[config.mk]
export PLATFORM = sky130hd
export DESIGN_NAME = ysyx_22050039_ifu
export DESIGN_NICKNAME = d
export VERILOG_FILES = /design/src/rtl/ysyx_22050039_ifu_pkg.sv /design/src/rtl/ysyx_22050039_ifu_fsm.sv /design/src/rtl/ysyx_22050039_ifu.sv
export SDC_FILE = /design/constraint.sdc
export NUM_CORES = 1
export LEC_CHECK = 0
export ABC_AREA = 1
export CORE_MARGIN = 10
export CORE_UTILIZATION = 30
export DETAILED_ROUTE_END_ITERATION = 10
export GPL_ROUTABILITY_DRIVEN = 0
export PLACE_DENSITY = 0.65
export SLEW_MARGIN = 30
export SYNTH_ARGS = -nofsm -noshare
export SYNTH_HDL_FRONTEND = slang
export SYNTH_SLANG_ARGS = --single-unit
[constraint.sdc]
create_clock -name clk -period 4.9 [get_ports clk]
set_clock_uncertainty 0.05 [all_clocks]
set_input_delay 0.98 -clock clk [delete_from_list [all_inputs] [get_ports clk]]
set_output_delay 0.98 -clock clk [all_outputs]
set_load 0.02 [all_outputs]
[src/rtl/ysyx_22050039_ifu_pkg.sv]
// Shared IFU definitions: FSM state encoding, reset PC
// and instruction geometry used by the fetch unit.
package ysyx_22050039_ifu_pkg;

    typedef enum logic [2:0] {
        S_IDLE = 3'd0,
        S_REQ  = 3'd1,
        S_WAIT = 3'd2,
        S_HOLD = 3'd3,
        S_DROP = 3'd4
    } ifu_state_e;

    localparam logic [63:0] IFU_RESET_PC   = 64'h8000_0000;
    localparam int          IFU_INST_LEN   = 32;
    localparam int          IFU_INST_ALIGN = 4;

    function automatic logic is_misaligned(input logic [1:0] low_bits);
        return low_bits != 2'b00;
    endfunction

endpackage

[src/rtl/ysyx_22050039_ifu_fsm.sv]
// Fetch-unit control: state register, next-state logic and
// registered handshake outputs for memory and decode.
module ysyx_22050039_ifu_fsm
    import ysyx_22050039_ifu_pkg::*;
(
    input  logic       clk,
    input  logic       rst,
    input  logic       i_pc_wen,
    input  logic       i_mem_req_ready,
    input  logic       i_mem_resp_valid,
    input  logic       i_inst_ready,
    output ifu_state_e o_state,
    output logic       o_req_valid,
    output logic       o_inst_valid,
    output logic       o_latch,
    output logic       o_consume
);

    ifu_state_e r_state;
    ifu_state_e w_next;
    logic       r_req_valid;
    logic       r_inst_valid;

    always_comb begin
        w_next = r_state;
        unique case (r_state)
            S_IDLE: w_next = S_REQ;
            S_REQ: begin
                if (i_pc_wen && i_mem_req_ready)
                    w_next = S_DROP;
                else if (i_pc_wen)
                    w_next = S_REQ;
                else if (i_mem_req_ready)
                    w_next = S_WAIT;
            end
            S_WAIT: begin
                if (i_pc_wen && i_mem_resp_valid)
                    w_next = S_REQ;
                else if (i_pc_wen)
                    w_next = S_DROP;
                else if (i_mem_resp_valid)
                    w_next = S_HOLD;
            end
            S_HOLD: begin
                if (i_pc_wen || i_inst_ready)
                    w_next = S_REQ;
            end
            S_DROP: begin
                // The stale response still owed by memory is swallowed here
                if (i_mem_resp_valid)
                    w_next = S_REQ;
            end
            default: w_next = S_IDLE;
        endcase
    end

    always_ff @(posedge clk) begin
        if (rst) begin
            r_state      <= S_IDLE;
            r_req_valid  <= 1'b0;
            r_inst_valid <= 1'b0;
        end else begin
            r_state      <= w_next;
            r_req_valid  <= (w_next == S_REQ);
            r_inst_valid <= (w_next == S_HOLD);
        end
    end

    assign o_state      = r_state;
    assign o_req_valid  = r_req_valid;
    assign o_inst_valid = r_inst_valid;
    assign o_latch      = (r_state == S_WAIT) && i_mem_resp_valid
                          && !i_pc_wen;
    assign o_consume    = (r_state == S_HOLD) && i_inst_ready
                          && !i_pc_wen;

endmodule

[src/rtl/ysyx_22050039_ifu.sv]
// Instruction fetch unit: issues one fetch at a time, holds the
// result for decode and follows redirects from later stages.
module ysyx_22050039_ifu
    import ysyx_22050039_ifu_pkg::*;
#(
    parameter int                XLEN     = 64,
    parameter int                INST_LEN = IFU_INST_LEN,
    parameter logic [XLEN-1:0]   RESET_PC = IFU_RESET_PC[XLEN-1:0]
) (
    input  logic                clk,
    input  logic                rst,
    output logic                mem_req_valid,
    input  logic                mem_req_ready,
    output logic [XLEN-1:0]     mem_req_addr,
    input  logic                mem_resp_valid,
    input  logic [INST_LEN-1:0] mem_resp_data,
    output logic                inst_valid,
    input  logic                inst_ready,
    output logic [INST_LEN-1:0] inst,
    output logic [XLEN-1:0]     pc,
    input  logic                pc_wen,
    input  logic [XLEN-1:0]     pc_wdata,
    output logic                misalign,
    output logic [XLEN-1:0]     fetch_cnt
);

    ifu_state_e          w_state;
    logic                w_req_valid;
    logic                w_inst_valid;
    logic                w_latch;
    logic                w_consume;
    logic [XLEN-1:0]     w_redirect_pc;

    logic [XLEN-1:0]     r_pc;
    logic [INST_LEN-1:0] r_inst;
    logic [XLEN-1:0]     r_cnt;
    logic                r_misalign;

    ysyx_22050039_ifu_fsm u_fsm (
        .clk              (clk),
        .rst              (rst),
        .i_pc_wen         (pc_wen),
        .i_mem_req_ready  (mem_req_ready),
        .i_mem_resp_valid (mem_resp_valid),
        .i_inst_ready     (inst_ready),
        .o_state          (w_state),
        .o_req_valid      (w_req_valid),
        .o_inst_valid     (w_inst_valid),
        .o_latch          (w_latch),
        .o_consume        (w_consume)
    );

    assign w_redirect_pc = {pc_wdata[XLEN-1:2], 2'b00};

    // Redirect wins over the sequential +4 step
    always_ff @(posedge clk) begin
        if (rst)
            r_pc <= RESET_PC;
        else if (pc_wen)
            r_pc <= w_redirect_pc;
        else if (w_consume)
            r_pc <= r_pc + XLEN'(IFU_INST_ALIGN);
    end

    always_ff @(posedge clk) begin
        if (rst)
            r_inst <= '0;
        else if (w_latch)
            r_inst <= mem_resp_data;
    end

    always_ff @(posedge clk) begin
        if (rst)
            r_cnt <= '0;
        else if (w_consume)
            r_cnt <= r_cnt + XLEN'(1);
    end

    always_ff @(posedge clk) begin
        if (rst)
            r_misalign <= 1'b0;
        else
            r_misalign <= pc_wen && is_misaligned(pc_wdata[1:0]);
    end

    logic w_unused;
    assign w_unused = (w_state == S_IDLE);

    assign mem_req_valid = w_req_valid;
    assign mem_req_addr  = r_pc;
    assign inst_valid    = w_inst_valid;
    assign inst          = r_inst;
    assign pc            = r_pc;
    assign misalign      = r_misalign;
    assign fetch_cnt     = r_cnt;

endmodule

==> flow_metrics.env, run 1 <==
export IMPL_outcome="completed"
export IMPL_cell_variety_after_synth=47
export IMPL_setup_viol=0
export IMPL_synth_xor_area_frac=0.03877
export IMPL_achievable_frequency_mhz=334.9
export IMPL_synth_top_family_by_area="simple AND/OR/NAND/NOR gates"
export IMPL_ys_warnings_count=0
export IMPL_final_setup_tns_ns=0
export IMPL_power_per_cell_area_mw_per_mm2=237.5
export IMPL_dr_pass1_iters=5
export IMPL_die_height_um=204.1
export IMPL_synthesis_area_per_instance_um2=6.298
export IMPL_drcViolationCount=0
export IMPL_n_fill_cell=3450
export IMPL_areaGrowthSynthToFinish_pct=37.32
export IMPL_synth_simple_area_share=0.3956
export IMPL_start_kind="input pin"
export IMPL_crit_reg2reg_capture="fetch_cnt[42]$_SDFFE_PP0P_"
export IMPL_synth_async_reset_ratio=0
export IMPL_detailedPlacementHpwl_um=31500
export IMPL_grt_usage=0.1877
export IMPL_cts_tree="done"
export IMPL_drv_slew=0
export IMPL_core_area_mm2=0.03345
export IMPL_worst_skew_pair_later_pin_latency_ns=0.45
export IMPL_setup_reg_to_reg_worst_slack_ns=2.45
export IMPL_vdd_ir_drop_max_v=0.0002326
export IMPL_hold_path_class="reg2reg"
export IMPL_fraction_of_final_layout_cells_with_drive_strength_greater_than_1=0.05083
export IMPL_gr_ovfl_total=0
export IMPL_io_pins=329
export IMPL_drt_vias_per_instance=4.869
export IMPL_criticalPathCategory="in2reg"
export IMPL_cts_htree_levels=4
export IMPL_cts_root_buffer="clkbuf_16"
export IMPL_critical_path_endpoint_type="register"
export IMPL_synth_main_ff_cell="dfxtp_1"
export IMPL_via_count_of_the_first_global_routing_pass=10990
export IMPL_port_buffers=324
export IMPL_muxShareOfSynthArea=0
export IMPL_fp_dieW_um=204.1
export IMPL_layout_min_cycle_time_ns=2.986
export IMPL_area_taken_by_multi_input_logic_gates_mm2=0.005558
export IMPL_dieArea_mm2=0.04164
export IMPL_endpoint_of_the_worst_setup_timing_path="fetch_cnt[42]$_SDFFE_PP0P_"
export IMPL_first_iter_violations=768
export IMPL_yosys_register_bits=164
export IMPL_setup_worst_path_start="inst_ready"
export IMPL_crit_path_required_time_ns=5.15
export IMPL_avgRoutedWirePerCell_um=17.35
export IMPL_routed_via_count=11280
export IMPL_rows=67
export IMPL_leakagePower_nw=5.242
export IMPL_dp_slack_ns=1.439
export IMPL_antenna_left=0
export IMPL_post_cts_setup_buffer_count=0
export IMPL_seq_area_frac_synth=0.3230
export IMPL_antennaDiodeCount=0
export IMPL_post_synth_instance_area_mm2=0.01016
export IMPL_numClockSinks=164
export IMPL_max_cap_violations=0
export IMPL_grt_first_pass_wirelength_um=62100
export IMPL_grt_start_max_net_pins=95
export IMPL_clk_transition_reported_paths_ns=0.07
export IMPL_cts_buffers_inserted=17
export IMPL_synth_top_cell_by_area="dfxtp_1"
export IMPL_post_route_worst_setup_slack_ns=1.914
export IMPL_finalCritPeriodShare=0.6093
export IMPL_edff_count_synth=0
export IMPL_post_cts_hold_buffer_count=0
export IMPL_cts_repair_resize_count=0
export IMPL_effective_utilization_at_floorplan=0.3039
export IMPL_synthAdderAreaFrac=0.002462
export IMPL_worstPathArrival_ns=3.24
export IMPL_detail_route_wirelength_um=40190
export IMPL_critical_path_reg2reg_startpoint="u_fsm.o_state[1]$_SDFF_PP0_"
export IMPL_synth_compound_area_share=0.1084
export IMPL_grt_antenna_before_repair=0
export IMPL_longest_clk_path_bufs=2
export IMPL_count_of_cells_along_the_worst_register_to_register_path=9
export IMPL_hold_viol=0
export IMPL_max_slew_margin=0.4287
export IMPL_syn_inst=1614
export IMPL_largest_cells_by_area_after_synthesis="dfxtp_1, nand2_1, nor2_1"
export IMPL_synth_top_area_frac=0.3230
export IMPL_rsz0062_at_grt="no"
export IMPL_timing_critical_path_fanout_max=33
export IMPL_register_area_mm2=0.003283
export IMPL_worst_slew_pin_slew_ns=0.8569
export IMPL_layout_nets=1960
state kept, by name, summed over array words and instances (netlist names):
name                flops
fetch_cnt              64
u_fsm.o_inst_valid      1
mem_req_addr           62
misalign                1
inst                   32
u_fsm.o_state           3
u_fsm.o_req_valid       1
where the power goes:
part / internal, mW / switching [mW] / total (mW)
sequential: 1.37 / 0.0681 / 1.44
clock: 0.802 / 0.622 / 1.42
combinational: 0.223 / 0.231 / 0.455
cell type report:
type	instances	share of cell area
multi-input cells	1168	0.3982
inverters	175	0.04742
clock buffers	20	0.03343
clock inverters	12	0.01031
repair buffers	330	0.2353
flip-flops and latches	164	0.2352
well taps	448	0.04016
worst min path at each step:
| stage | cells past startpoint | slack (ns) | startpoint | end |
|---|---|---|---|---|
| floorplan | 3 | 0.49 | u_fsm.o_state[2]$_SDFF_PP0_ | u_fsm.o_state[2]$_SDFF_PP0_ |
| global route | 2 | 0.49 | inst[5]$_SDFFE_PP0P_ | inst[5]$_SDFFE_PP0P_ |
| global placement | 2 | 0.44 | inst[20]$_SDFFE_PP0P_ | inst[20]$_SDFFE_PP0P_ |
| CTS | 2 | 0.47 | inst[22]$_SDFFE_PP0P_ | inst[22]$_SDFFE_PP0P_ |
| finish | 2 | 0.46 | inst[22]$_SDFFE_PP0P_ | inst[22]$_SDFFE_PP0P_ |
| detailed placement | 2 | 0.45 | inst[24]$_SDFFE_PP0P_ | inst[24]$_SDFFE_PP0P_ |
worst max-delay path, stage by stage:
cell	delay, ns
clkdlybuf4s50_1	0.46
nand2_1	0.06
inv_1	0.09
nand2_4	0.11
nor2_4	0.66
nand4_1	0.34
nor2_2	0.24
nand2_1	0.09
xor2_1	0.13
nor2_1	0.05
cells in the final DEF, fill, tap and decap left out, types with 6 or more instances in the layout:
cell / synthesis / routed
nand2_1: 391 / 391
clkdlybuf4s50_1: 0 / 322
nor2_1: 302 / 302
dfxtp_1: 164 / 164
inv_1: 164 / 162
nand3_1: 95 / 95
o21ai_0: 72 / 72
a21oi_1: 70 / 70
nor3_1: 38 / 38
nand4_1: 36 / 36
xor2_1: 27 / 27
a31oi_1: 25 / 25
xnor2_1: 18 / 18
clkbuf_16: 0 / 17
o21ai_1: 15 / 15
inv_2: 10 / 11
nor2_2: 10 / 10
nor2_4: 9 / 9
o21a_1: 7 / 7
buf_4: 66 / 6
Yosys cell counts (15+ instances only):
master	count
a21oi_1	70
nor3_1	38
xor2_1	27
a31oi_1	25
dfxtp_1	164
buf_4	66
xnor2_1	18
nand4_1	36
nor2_1	302
clkbuf_1	31
nand3_1	95
nand2_1	391
o21ai_0	72
inv_1	164
o21ai_1	15
cells by family after synthesis:
logic type,after synthesis
simple gates,915
buf+inv,285
compound gates,202
flops,164
xor+xnor,45
fa+ha+maj,2
other cells,1
metrics by stage:
step	total power, mW	hold WS [ns]	instance area, um2	std cells	util
after detailed placement	1.924	0.4476	13350	2285	0.3991
after CTS	3.359	0.4690	13960	2317	0.4173
after global placement	1.919	0.4395	13340	2285	0.3989
final	3.315	0.4633	13960	2317	0.4173
after global routing	3.438	0.4933	13960	2317	0.4173
after floorplan	1.693	0.4944	10180	1617	-
per-layer routing:
metal  global-route usage  part of all wire
met2               0.3256              0.48
met1               0.2229              0.41
met5                    0                 0
met3              0.04692             0.082
met4              0.05792             0.020
Note: power is estimated with default switching activity, not from simulation.
==> run 2, diff against run 1 <==
clock period = 3.1 ns   (was 4.9 ns; I/O delays follow)
==> run 2 against run 1 <==
Effect of this change:
- clock-buffer cell count fell by 1
- hold slack hardly changed
- power increased by 58%
- clock power rose by 57%
- first-iteration DRC count up 6.0%
- combinational power rose by 60%
- largest power group unchanged
- die area is the same
- design area up 0.23%
- global-route usage shrank 0.10 points
- critical path type is now reg2out
- via count rose by 0.47%
- critical path depth is 9 lower
- critical endpoint is now pc[38]
- highest routed layer unchanged
==> flow_metrics.env, run 2 (synthesis gave the netlist of run 1 again) <==
export IMPL_outcome="completed"
export IMPL_start_kind="register"
export IMPL_critical_path_max_stage_delay_ns=0.81
export IMPL_cts_root_buffer="clkbuf_16"
export IMPL_avgRoutedWirePerCell_um=17.36
export IMPL_io_pins=329
export IMPL_first_iter_violations=814
export IMPL_most_common_layout_cells="nand2_1, clkdlybuf4s50_1, nor2_1, dfxtp_1, inv_1"
export IMPL_max_cap_violations=0
export IMPL_timing_critical_path_buf_inv=1
export IMPL_worstPathCellList="clkdlybuf4s50_1"
export IMPL_dp_slack_ns=0.3994
export IMPL_rows=67
export IMPL_cts_buffers_inserted=17
export IMPL_n_fill_cell=3472
export IMPL_drt_vias_per_instance=4.879
export IMPL_port_buffers=324
export IMPL_numClockSinks=164
export IMPL_worst_slew_pin_slew_ns=0.8871
export IMPL_count_of_cells_along_the_worst_register_to_register_path=9
export IMPL_layout_nets=1966
export IMPL_max_slew_margin=0.4049
export IMPL_setup_viol=0
export IMPL_largest_register_ff_count=64
export IMPL_drv_slew=0
export IMPL_grt_antenna_before_repair=1
export IMPL_power_per_cell_area_mw_per_mm2=373.3
export IMPL_via_count_of_the_first_global_routing_pass=11000
export IMPL_post_route_worst_setup_slack_ns=0.6234
export IMPL_finalCritPeriodShare=0.7989
export IMPL_crit_path_required_time_ns=2.43
export IMPL_timing_critical_path_fanout_max=7
export IMPL_drcViolationCount=0
export IMPL_criticalPathCategory="reg2out"
export IMPL_core_area_mm2=0.03345
export IMPL_achievable_frequency_mhz=403.8
export IMPL_die_height_um=204.1
export IMPL_post_cts_setup_buffer_count=0
export IMPL_detailedPlacementHpwl_um=31870
export IMPL_grt_start_max_net_pins=49
export IMPL_vdd_ir_drop_max_v=0.0004028
export IMPL_dr_pass1_iters=5
export IMPL_leakagePower_nw=5.258
export IMPL_fraction_of_final_layout_cells_with_drive_strength_greater_than_1=0.05283
export IMPL_grt_usage=0.1867
export IMPL_crit_cells=1
export IMPL_fp_dieW_um=204.1
export IMPL_antenna_left=0
export IMPL_hold_viol=0
export IMPL_layout_cells_most_common="nand2_1"
export IMPL_worst_skew_pair_later_pin_latency_ns=0.45
export IMPL_critical_path_top_delay_family="buffers and inverters"
export IMPL_cts_htree_levels=4
export IMPL_cts_repair_resize_count=0
export IMPL_hp_start="fetch_cnt[37]$_SDFFE_PP0P_"
export IMPL_postLayoutCellArea_mm2=0.01399
export IMPL_areaGrowthSynthToFinish_pct=37.64
export IMPL_detail_route_wirelength_um=40320
export IMPL_routed_via_count=11340
export IMPL_setup_worst_path_start="mem_req_addr[38]$_SDFFE_PP0P_"
export IMPL_hold_path_class="reg2reg"
export IMPL_clk_transition_reported_paths_ns=0.07
export IMPL_longest_clk_path_bufs=2
export IMPL_layout_min_cycle_time_ns=2.477
export IMPL_hold_path_depth=2
export IMPL_post_cts_hold_buffer_count=0
export IMPL_critical_path_slowest_cell="clkdlybuf4s50_1"
export IMPL_worstPathArrival_ns=1.81
export IMPL_dieArea_mm2=0.04164
export IMPL_hold_slack_ns=0.4636
export IMPL_gr_ovfl_total=0
export IMPL_cts_tree="done"
export IMPL_critical_path_endpoint_type="output port"
export IMPL_effective_utilization_at_floorplan=0.3039
export IMPL_post_dp_cell_area_mm2=0.01339
export IMPL_grt_first_pass_wirelength_um=61520
export IMPL_rsz0062_at_grt="no"
export IMPL_final_setup_tns_ns=0
export IMPL_critical_path_reg2reg_startpoint="mem_req_addr[3]$_SDFFE_PP0P_"
[run 2: cell types whose count changed in the layout (fill, tap and decap cells not counted), sizes merged]
cell      delta
buf          +6
clkbuf       -1
clkinvlp     +1
diode        +1
inv          -1
[run 2: report_power, final]
| group | internal [mW] | total, mW | switching [mW] |
|---|---|---|---|
| logic | 0.357 | 0.728 | 0.371 |
| registers | 2.16 | 2.27 | 0.105 |
| clock network | 1.24 | 2.23 | 0.985 |
| total | 3.76 | 5.22 | 1.46 |
[run 2: final cells by class]
cell class / count / area (um2) / share of cell area
timing repair buffer: 336 / 3326 / 0.2377
clock buffer: 19 / 452.9 / 0.03237
clock inverter: 12 / 146.4 / 0.01046
tap: 448 / 560.5 / 0.04006
inverter: 175 / 661.9 / 0.04731
multi-input combinational: 1168 / 5558 / 0.3972
sequential: 164 / 3283 / 0.2347
antenna: 1 / 2.502 / 0.0001789
[run 2: layer usage]
metal  up-vias  track usage  wire length (um)
met4         0      0.06586              1067
li1       5592            -                 -
met3        62      0.04834              3351
met2       471       0.3217             19330
met5         -            0                 0
met1      5210       0.2195             16570
[run 2: per-stage QoR]
step             util  std cells  power [mW]
3_5_place_dp   0.4003       2291       3.048
2_1_floorplan       -       1617       2.676
6_report       0.4183       2323       5.223
5_1_grt        0.4183       2323       5.422
4_1_cts        0.4182       2322       5.283
3_3_place_gp   0.4003       2291       3.040
[run 2: final timing paths]
| check | endpoint | slack [ns] |
|---|---|---|
| worst max-delay path | pc[38] | 0.62 |
| worst min-delay path | fetch_cnt[37]$_SDFFE_PP0P_ | 0.46 |
| worst max register to register | mem_req_addr[50]$_SDFFE_PP0P_ | 0.72 |
| worst min register to register | fetch_cnt[37]$_SDFFE_PP0P_ | 0.46 |
==> run 3, diff against run 2 <==
PLACE_DENSITY = 0.67   (was 0.65)
clock period = 2.13 ns   (was 3.1 ns; I/O delays follow)
==> run 3 against run 2 <==
Effect of this change:
- final cell count is 3.4% higher
- die area stayed put
- hold slack worse by 0.15 ns
- worst setup slack worse by 0.59 ns
- non-clock buffer count is 80 higher
- critical path depth stayed put
- clock power is 41% higher
- sequential power is 44% higher
- clock-buffer cell count is 1 higher
- critical path type unchanged
- highest routed layer unchanged
==> flow_metrics.env, run 3 (synthesis gave the netlist of run 1 again) <==
export IMPL_cts_root_buffer="clkbuf_16"
export IMPL_critical_path_max_stage_delay_ns=0.67
export IMPL_power_switching_fraction=0.2762
export IMPL_drt_vias_per_instance=4.913
export IMPL_clk_transition_reported_paths_ns=0.07
export IMPL_start_kind="register"
export IMPL_crit_path_required_time_ns=1.65
export IMPL_first_iter_violations=780
export IMPL_drv_slew=0
export IMPL_cts_htree_levels=4
export IMPL_worst_skew_pair_later_pin_latency_ns=0.44
export IMPL_critical_path_endpoint_type="output port"
export IMPL_core_area_mm2=0.03345
export IMPL_io_pins=329
export IMPL_outcome="completed"
export IMPL_die_height_um=204.1
export IMPL_grt_usage=0.1952
export IMPL_max_cap_violations=0
export IMPL_clk_pwr_share=0.415
export IMPL_dr_pass1_iters=6
export IMPL_cts_repair_resize_count=12
export IMPL_effective_utilization_at_floorplan=0.3039
export IMPL_setup_viol=0
export IMPL_intPower_mw=5.476
export IMPL_grt_first_pass_wirelength_um=64450
export IMPL_detail_route_wirelength_um=42010
export IMPL_power_share_sequential=0.432
export IMPL_hold_path_class="in2reg"
export IMPL_detailedPlacementHpwl_um=33390
export IMPL_share_comb_of_total_power=0.153
export IMPL_hold_viol=0
export IMPL_leakagePower_nw=6.074
export IMPL_fp_dieW_um=204.1
export IMPL_dp_slack_ns=-0.1516
export IMPL_n_fill_cell=3448
export IMPL_net_switching_power_mw=2.089
export IMPL_fraction_of_final_layout_cells_with_drive_strength_greater_than_1=0.09775
export IMPL_finalCritPeriodShare=0.9848
export IMPL_timing_critical_path_fanout_max=6
export IMPL_power_per_cell_area_mw_per_mm2=514.1
export IMPL_worstPathCellList="clkdlybuf4s50_1"
export IMPL_routed_via_count=11810
export IMPL_gr_ovfl_total=0
export IMPL_layout_cells_most_common="nand2_1"
export IMPL_totalPowerFinal_mw=7.565
export IMPL_layout_min_cycle_time_ns=2.098
export IMPL_drcViolationCount=0
export IMPL_most_common_layout_cells="nand2_1, nor2_1, clkdlybuf4s50_1, inv_1, dfxtp_1"
export IMPL_post_cts_setup_buffer_count=0
export IMPL_critical_path_slowest_cell="clkdlybuf4s50_1"
export IMPL_post_cts_hold_buffer_count=0
export IMPL_vdd_ir_drop_max_v=0.0005196
export IMPL_dieArea_mm2=0.04164
export IMPL_longest_clk_path_bufs=2
export IMPL_avgRoutedWirePerCell_um=17.48
export IMPL_critical_path_top_delay_family="buffers and inverters"
export IMPL_antenna_left=0
export IMPL_layout_nets=2046
export IMPL_worstPathArrival_ns=1.62
export IMPL_timing_critical_path_buf_inv=1
export IMPL_max_slew_margin=0.6611
export IMPL_grt_antenna_before_repair=1
export IMPL_port_buffers=324
export IMPL_numClockSinks=164
export IMPL_cts_buffers_inserted=17
export IMPL_via_count_of_the_first_global_routing_pass=11540
export IMPL_rows=67
export IMPL_cts_tree="done"
export IMPL_criticalPathCategory="reg2out"
export IMPL_largest_register_ff_count=64
export IMPL_worst_slew_pin_slew_ns=0.5038
export IMPL_post_route_worst_setup_slack_ns=0.03243
export IMPL_achievable_frequency_mhz=476.7
export IMPL_grt_start_max_net_pins=56
export IMPL_areaGrowthSynthToFinish_pct=44.78
## run 3: cell count changes in the layout (fill, tap and decap cells not counted), moves of 7 or more
| cell | delta |
|---|---|
| buf_4 | +75 |
| clkdlybuf4s50_1 | -29 |
| dlymetal6s2s_1 | +21 |
| dlygate4sd2_1 | +8 |
| dfxtp_1 | -7 |
| dfxtp_2 | +7 |
## run 3: per-layer routing
layer	global-route usage	part of all wire	routed length, um
met4	0.05395	0.020	822
met5	0	0	0
met1	0.2345	0.41	17250
met2	0.3357	0.48	20290
met3	0.05231	0.087	3643
## run 3: final timing paths
kind,slack (ns),from,end,cells past startpoint
max,0.03,mem_req_addr[51]$_SDFFE_PP0P_,pc[51],1
min reg2reg,0.44,fetch_cnt[0]$_SDFFE_PP0P_,fetch_cnt[0]$_SDFFE_PP0P_,1
max reg2reg,0.18,mem_req_addr[2]$_SDFFE_PP0P_,mem_req_addr[52]$_SDFFE_PP0P_,11
min,0.31,rst,fetch_cnt[21]$_SDFFE_PP0P_,2
## run 3: power by group through the flow
| stage | combinational, mW | clock [mW] | sequential [mW] |
|---|---|---|---|
| 6_report | 1.16 | 3.14 | 3.27 |
| 3_5_place_dp | 1.17 | 0 | 3.33 |
| 4_1_cts | 1.17 | 3.20 | 3.26 |
| 5_1_grt | 1.24 | 3.32 | 3.28 |
| 3_3_place_gp | 1.16 | 0 | 3.33 |
| 2_1_floorplan | 0.490 | 0 | 3.41 |
## run 3: area by class of cell
class	instances	area (um2)	share of cell area
Clock buffer	20	446.7	0.03035
Antenna cell	1	2.502	0.0001700
Inverter	175	661.9	0.04498
Multi-Input combinational cell	1168	5594	0.3801
Sequential cell	164	3292	0.2237
Timing Repair Buffer	416	4031	0.2739
Clock inverter	11	127.6	0.008672
Tap cell	448	560.5	0.03809
## run 3: through the flow
step	setup TNS (ns)	cells	utilization	instance area [um2]	hold WS, ns
floorplan	0	1617	-	10180	0.4944
global placement	-1.919	2371	0.4201	14050	0.4143
detailed placement	-3.454	2371	0.4201	14050	0.4321
CTS	0	2402	0.4371	14620	0.2922
global route	-0.001190	2403	0.4400	14720	0.3230
finish	0	2403	0.4400	14720	0.3121
